===== src/rtl/cookie_collector_if.sv =====
`default_nettype none
// ============================================================================
// Module      : cookie_collector_if
// Description : Bundle of the sampling, control and word-handshake signals of
//               the cookie random-bit collector. The slave modport is the
//               collector itself; the master modport is whatever drives the
//               raw stream and consumes the assembled words.
// Revision    : 1.0 - initial release
// ============================================================================
interface cookie_collector_if #(
  parameter int WIDTH = 8
);
  logic             en;
  logic             rbit;
  logic             clr;
  logic             ready_i;
  logic [WIDTH-1:0] word_o;
  logic             valid_o;
  logic             stuck_o;
  logic             overflow_o;

  modport master (
    output en, rbit, clr, ready_i,
    input  word_o, valid_o, stuck_o, overflow_o
  );

  modport slave (
    input  en, rbit, clr, ready_i,
    output word_o, valid_o, stuck_o, overflow_o
  );
endinterface
`default_nettype wire


===== src/rtl/cookie_collector.sv =====
`default_nettype none
// ============================================================================
// Module      : cookie_collector
// Description : Consumer end of the cookie random-bit chain. Samples the
//               serial rbit stream, assembles WIDTH-bit words, offers them
//               through a valid/ready handshake, runs a repetition-count
//               health test on the raw samples and flags dropped words.
//               Optional von Neumann debiasing of the raw stream is enabled
//               by defining the macro COOKIE_VN_DEBIAS_EN.
// Revision    : 1.0 - initial release
// ============================================================================
module cookie_collector #(
  parameter int WIDTH     = 8,
  parameter int REP_LIMIT = 16
) (
  input  wire logic         clk,
  input  wire logic         rst_n,
  cookie_collector_if.slave bus
);

  localparam int                   C_CNT_W   = $clog2(WIDTH);
  localparam int                   C_REP_W   = $clog2(REP_LIMIT + 1);
  localparam logic [C_CNT_W-1:0]   C_LAST    = C_CNT_W'(WIDTH - 1);
  localparam logic [C_REP_W-1:0]   C_REP_MAX = C_REP_W'(REP_LIMIT);
  localparam logic [C_REP_W-1:0]   C_REP_ONE = C_REP_W'(1);

  // A raw sample exists only when enabled and not overridden by clr.
  logic w_sample;
  logic w_accept;
  logic w_acc_bit;

  assign w_sample = bus.en & ~bus.clr;

`ifdef COOKIE_VN_DEBIAS_EN
  typedef enum logic [0:0] {
    VN_FIRST  = 1'b0,
    VN_SECOND = 1'b1
  } vn_state_t;

  vn_state_t r_vn_state;
  logic      r_vn_bit;

  // Von Neumann pair tracker: remember the first sample of each raw pair.
  always_ff @(posedge clk or negedge rst_n) begin
    if (!rst_n) begin
      r_vn_state <= VN_FIRST;
      r_vn_bit   <= 1'b0;
    end else if (bus.clr) begin
      r_vn_state <= VN_FIRST;
      r_vn_bit   <= 1'b0;
    end else if (bus.en) begin
      case (r_vn_state)
        VN_FIRST: begin
          r_vn_bit   <= bus.rbit;
          r_vn_state <= VN_SECOND;
        end
        default: begin
          r_vn_state <= VN_FIRST;
        end
      endcase
    end
  end

  // A differing pair yields its first bit; equal pairs yield nothing.
  assign w_accept  = w_sample && (r_vn_state == VN_SECOND) && (r_vn_bit != bus.rbit);
  assign w_acc_bit = r_vn_bit;
`else
  assign w_accept  = w_sample;
  assign w_acc_bit = bus.rbit;
`endif

  // ---------------------------------------------------------------------------
  // Word assembly: only WIDTH-1 bits need storing, the last bit arrives live.
  // ---------------------------------------------------------------------------
  logic [WIDTH-2:0]   r_shift;
  logic [C_CNT_W-1:0] r_bit_cnt;
  logic [WIDTH-1:0]   w_word;
  logic               w_complete;

  assign w_word     = {r_shift, w_acc_bit};
  assign w_complete = w_accept && (r_bit_cnt == C_LAST);

  // Shift accepted bits in at the LSB and count them towards a full word.
  always_ff @(posedge clk or negedge rst_n) begin
    if (!rst_n) begin
      r_shift   <= '0;
      r_bit_cnt <= '0;
    end else if (bus.clr) begin
      r_shift   <= '0;
      r_bit_cnt <= '0;
    end else if (w_accept) begin
      r_shift   <= w_word[WIDTH-2:0];
      r_bit_cnt <= (r_bit_cnt == C_LAST) ? '0 : r_bit_cnt + 1'b1;
    end
  end

  // ---------------------------------------------------------------------------
  // Repetition-count health test on raw samples (independent of debiasing).
  // ---------------------------------------------------------------------------
  logic               r_prev_bit;
  logic               r_have_prev;
  logic [C_REP_W-1:0] r_rep_cnt;
  logic [C_REP_W-1:0] w_rep_next;
  logic               r_stuck;

  // Next run length: restart at 1 on a new value or the first sample.
  always_comb begin
    w_rep_next = C_REP_ONE;
    if (r_have_prev && (bus.rbit == r_prev_bit)) begin
      w_rep_next = (r_rep_cnt == C_REP_MAX) ? r_rep_cnt : r_rep_cnt + 1'b1;
    end
  end

  // Track the raw run length and latch the sticky stuck flag when it hits the limit.
  always_ff @(posedge clk or negedge rst_n) begin
    if (!rst_n) begin
      r_prev_bit  <= 1'b0;
      r_have_prev <= 1'b0;
      r_rep_cnt   <= '0;
      r_stuck     <= 1'b0;
    end else if (bus.clr) begin
      r_have_prev <= 1'b0;
      r_rep_cnt   <= '0;
      r_stuck     <= 1'b0;
    end else if (bus.en) begin
      r_prev_bit  <= bus.rbit;
      r_have_prev <= 1'b1;
      r_rep_cnt   <= w_rep_next;
      if (w_rep_next == C_REP_MAX) begin
        r_stuck <= 1'b1;
      end
    end
  end

  // ---------------------------------------------------------------------------
  // Output holding register and handshake. A stuck source discards completed
  // words silently; a held word is never overwritten, the new one is dropped.
  // ---------------------------------------------------------------------------
  logic [WIDTH-1:0] r_word;
  logic             r_valid;
  logic             r_overflow;
  logic             w_deliver;
  logic             w_room;

  assign w_deliver = w_complete && !r_stuck;
  assign w_room    = !r_valid || bus.ready_i;

  // Load completed words when there is room, drop valid after a transfer.
  always_ff @(posedge clk or negedge rst_n) begin
    if (!rst_n) begin
      r_word  <= '0;
      r_valid <= 1'b0;
    end else if (w_deliver && w_room) begin
      r_word  <= w_word;
      r_valid <= 1'b1;
    end else if (r_valid && bus.ready_i) begin
      r_valid <= 1'b0;
    end
  end

  // Sticky overflow: set when a deliverable word finds the register occupied.
  always_ff @(posedge clk or negedge rst_n) begin
    if (!rst_n) begin
      r_overflow <= 1'b0;
    end else if (bus.clr) begin
      r_overflow <= 1'b0;
    end else if (w_deliver && !w_room) begin
      r_overflow <= 1'b1;
    end
  end

  assign bus.word_o     = r_word;
  assign bus.valid_o    = r_valid;
  assign bus.stuck_o    = r_stuck;
  assign bus.overflow_o = r_overflow;

endmodule
`default_nettype wire


===== src/flat_wrapper.sv =====
// flat-port wrapper written by rule: the top's interface ports become plain ports
module cookie_collector_flat 
#(
  parameter int WIDTH     = 8,
  parameter int REP_LIMIT = 16
)
  (clk, rst_n, bus_en, bus_rbit, bus_clr, bus_ready_i, bus_word_o, bus_valid_o, bus_stuck_o, bus_overflow_o);
  cookie_collector_if #(.WIDTH(WIDTH)) bus_i ();
  input  wire logic clk;
  input  wire logic rst_n;
  input wire logic [$bits(bus_i.en)-1:0] bus_en;
  input wire logic [$bits(bus_i.rbit)-1:0] bus_rbit;
  input wire logic [$bits(bus_i.clr)-1:0] bus_clr;
  input wire logic [$bits(bus_i.ready_i)-1:0] bus_ready_i;
  output wire logic [$bits(bus_i.word_o)-1:0] bus_word_o;
  output wire logic [$bits(bus_i.valid_o)-1:0] bus_valid_o;
  output wire logic [$bits(bus_i.stuck_o)-1:0] bus_stuck_o;
  output wire logic [$bits(bus_i.overflow_o)-1:0] bus_overflow_o;
  assign bus_i.en = bus_en;
  assign bus_i.rbit = bus_rbit;
  assign bus_i.clr = bus_clr;
  assign bus_i.ready_i = bus_ready_i;
  assign bus_word_o = bus_i.word_o;
  assign bus_valid_o = bus_i.valid_o;
  assign bus_stuck_o = bus_i.stuck_o;
  assign bus_overflow_o = bus_i.overflow_o;
  cookie_collector #(.WIDTH(WIDTH), .REP_LIMIT(REP_LIMIT)) u_core (.clk(clk), .rst_n(rst_n), .bus(bus_i));
endmodule

===== config.mk =====
export PLATFORM = sky130hd
export DESIGN_NAME = cookie_collector_flat
export DESIGN_NICKNAME = d
export VERILOG_FILES = /design/src/rtl/cookie_collector_if.sv /design/src/rtl/cookie_collector.sv /design/src/flat_wrapper.sv
export SDC_FILE = /design/constraint.sdc
export NUM_CORES = 1
export LEC_CHECK = 0
export ABC_AREA = 1
export BUFFER_PORTS_ARGS = -buffer_cell sky130_fd_sc_hd__buf_4
export CAP_MARGIN = 20
export CORE_ASPECT_RATIO = 0.9
export CORE_MARGIN = 1.5
export CORE_UTILIZATION = 25
export CTS_CLUSTER_SIZE = 10
export DETAILED_ROUTE_END_ITERATION = 10
export GPL_TIMING_DRIVEN = 0
export HOLD_SLACK_MARGIN = 0.12
export PLACE_DENSITY = 0.52
export REMOVE_ABC_BUFFERS = 1
export SETUP_SLACK_MARGIN = 0.05
export SLEW_MARGIN = 10
export SYNTH_ARGS = -nofsm -noshare
export SYNTH_HDL_FRONTEND = slang
export SYNTH_SLANG_ARGS = --single-unit

===== constraint.sdc =====
create_clock -name clk -period 2.4 [get_ports clk]
set_input_delay 0.12 -clock clk [delete_from_list [all_inputs] [get_ports clk]]
set_output_delay 0.12 -clock clk [all_outputs]
set_load 0.03 [all_outputs]

==> summary.txt <==
antenna violations before repair: 0
Mapped Area: 1300 µm²
root buf cell: clkbuf_8
Worst Setup End Kind: flip-flop
CTS tree: yes
endpoints failing setup: 0
Max Clk Rate: 557 MHz
Area Overhead vs Synth: 21.7%
Worst EP required: 2610 ps
Slew Limit Fails: 0
die area: 5630 µm²
H-tree Lvls: 1
core area: 4920 µm²
Ports: 17
Reg2Reg Capture Point: u_core.bus.overflow_o
RSZ-0062 raised after global routing: no
Hold Path End: u_core.bus.valid_o
DIE WIDTH: 78.9 µm
all-layer global routing usage: 9.24%
R2R depth: 7
Startpoint Class: primary input
Lkg Pwr: 0.800 nW
DR pass1 iterations: 4
status: completed
Cell variety after synth: 21
# diodes: 0
Row Count: 24
Nets: 174
Hold Path Cell Cnt: 4
crit path kind: primary input to flip-flop
Final period util: 74.8%
clock skew: 2.41 ps
routed len/inst: 10.3 µm
worst r2r src: u_core.r_bit_cnt[0]
number of max-cap violations: 0
clk_lat worst skew: 270 ps
vias in the first global route: 870
Routed WL: 2330 µm
Min Hold Slack: 167 ps
Setup TNS: 0 ps
Period minus WS final: 1790 ps
measured slew at the worst slew-check pin: 405 ps
Vias/cell: 4.14
relative slew slack: 72.9%
Yosys warning count: 0
Routed Antenna Nets: 0
Overflow after GRT: 0
Reg2Reg Setup Slack: 680 ps
Synth Register Bits: 28
Seq/Total Area, Yosys: 54.0%
Clock Path Buffers: 2
placed wire-length estimate: 1680 µm
Post-Syn Area per Cell: 9.33 µm²
first-pass GRT wire length: 4060 µm
HP Class: primary input to flip-flop
DRC Markers: 0
clock sinks: 28
critical-path maximum fanout: 10
worst vdd ir: 0.000342 V
total CTS buffers: 3
1st-iter DRT viols: 34
GPL Wtd Cong: 0.789
hold_sp: bus_ready_i
Starting Density: 26.3%
P per Cell Area: 512 nW/µm²
postcts setup bufs: 0
via count: 940
port bufs: 16
layout cells sized above 1: 22.2%
Hold Buf Count CTS: 5
synthesized instance count: 139
Hold Vio Cnt, Final: 0
Clock Pin Slew Worst Setup and Hold Paths: 90 ps
PnR Total Power: 0.000808 W
post_cts resized: 0
Die Ht: 71.3 µm
Critical Path AT: 2010 ps
pin count of the biggest net entering global routing: 29
cell usage after synthesis:
library cell,instances,area [µm²]
nand4_1,1,6.26
ha_1,4,50.1
a21oi_1,1,5.00
inv_6,1,8.76
nand2_1,34,128
nand2_4,3,33.8
o22ai_1,7,43.8
o21ai_1,4,20.0
o31ai_1,1,7.51
o21ai_2,8,70.1
buf_6,1,11.3
dfrtp_1,28,701
inv_4,1,6.26
nand3_1,13,65.1
inv_1,17,63.8
nor2_4,1,11.3
nand2_2,1,6.26
nor2_1,8,30.0
o21ai_0,1,5.00
xor2_1,2,17.5
inv_2,2,7.51
worst max path at each step:
stage | depth (start not counted) | slack, ps | to | start
5_1_grt | 10 | 500 | u_core.bus.overflow_o | bus_clr
4_1_cts | 10 | 610 | u_core.bus.overflow_o | bus_clr
3_5_place_dp | 10 | 1000 | u_core.bus.stuck_o | u_core.r_rep_cnt[0]
2_1_floorplan | 7 | 1120 | u_core.bus.word_o[0] | u_core.r_bit_cnt[0]
3_3_place_gp | 10 | 1000 | u_core.bus.stuck_o | u_core.r_rep_cnt[0]
6_report | 10 | 610 | u_core.bus.overflow_o | bus_clr
cell type report:
type                       instances  area (µm²)
fill                             534        3350
multi-input combinational         89         499
sequential                        28         701
inverter                          21        86.3
tap                               65        81.3
timing repair buffer              21         170
clock buffer                       3        41.3
critical path, cell delays in order:
cell,delay (ps)
dlygate4sd3_1,530
buf_4,150
inv_4,90
nand2_4,110
inv_6,120
nand2_4,50
nor2_4,100
nand2_1,60
a21oi_1,100
dlygate4sd3_1,550
cell usage in the layout, fill, tap and decap left out, drive strengths merged:
| cell | n |
|---|---|
| nor2 | 9 |
| o21ai | 13 |
| o31ai | 1 |
| dlygate4sd3 | 5 |
| nand4 | 1 |
| a21oi | 1 |
| buf | 16 |
| o22ai | 7 |
| ha | 4 |
| dfrtp | 28 |
| clkbuf | 3 |
| nand2 | 38 |
| xor2 | 2 |
| nand3 | 13 |
| inv | 21 |
cells by family after synthesis:
logic type	Yosys count	synth area share [%]
compound gates	22	11.7
simple gates	61	21.6
xor+xnor	2	1.35
buf+inv	22	7.52
flops	28	54.0
fa+ha+maj	4	3.86
layer usage:
| metal | share of wire [%] | track usage [%] | vias up |
|---|---|---|---|
| li1 | - | - | 496 |
| met3 | 4.4 | 3.06 | 2 |
| met4 | 0.90 | 2.34 | 0 |
| met1 | 52 | 13.1 | 425 |
| met5 | 0 | 0 | - |
| met2 | 42 | 13.6 | 17 |
where the power goes:
group / internal (W) / switching (W) / leakage (nW)
combinational: 0.0000232 / 0.0000440 / 0.394
clock: 0.000113 / 0.000139 / 0.0216
sequential: 0.000481 / 0.00000752 / 0.384
total: 0.000617 / 0.000191 / 0.800
state kept, by name, indices dropped and copies added (netlist names):
name                   cells
u_core.r_have_prev         1
u_core.bus.stuck_o         1
u_core.r_shift             7
u_core.r_rep_cnt           5
u_core.r_prev_bit          1
u_core.r_bit_cnt           3
u_core.bus.overflow_o      1
u_core.bus.valid_o         1
u_core.bus.word_o          8
stage by stage:
step                setup WS (ps)  utilization, %  cells  instance area [µm²]
global route                  501            32.1    227                 1580
floorplan                    1120               -    138                 1290
global placement              997            30.2    219                 1490
detailed placement           1000            30.2    219                 1490
CTS                           609            32.1    227                 1580
finish                        605            32.1    227                 1580
No activity file was read; power rests on OpenSTA's default activity.
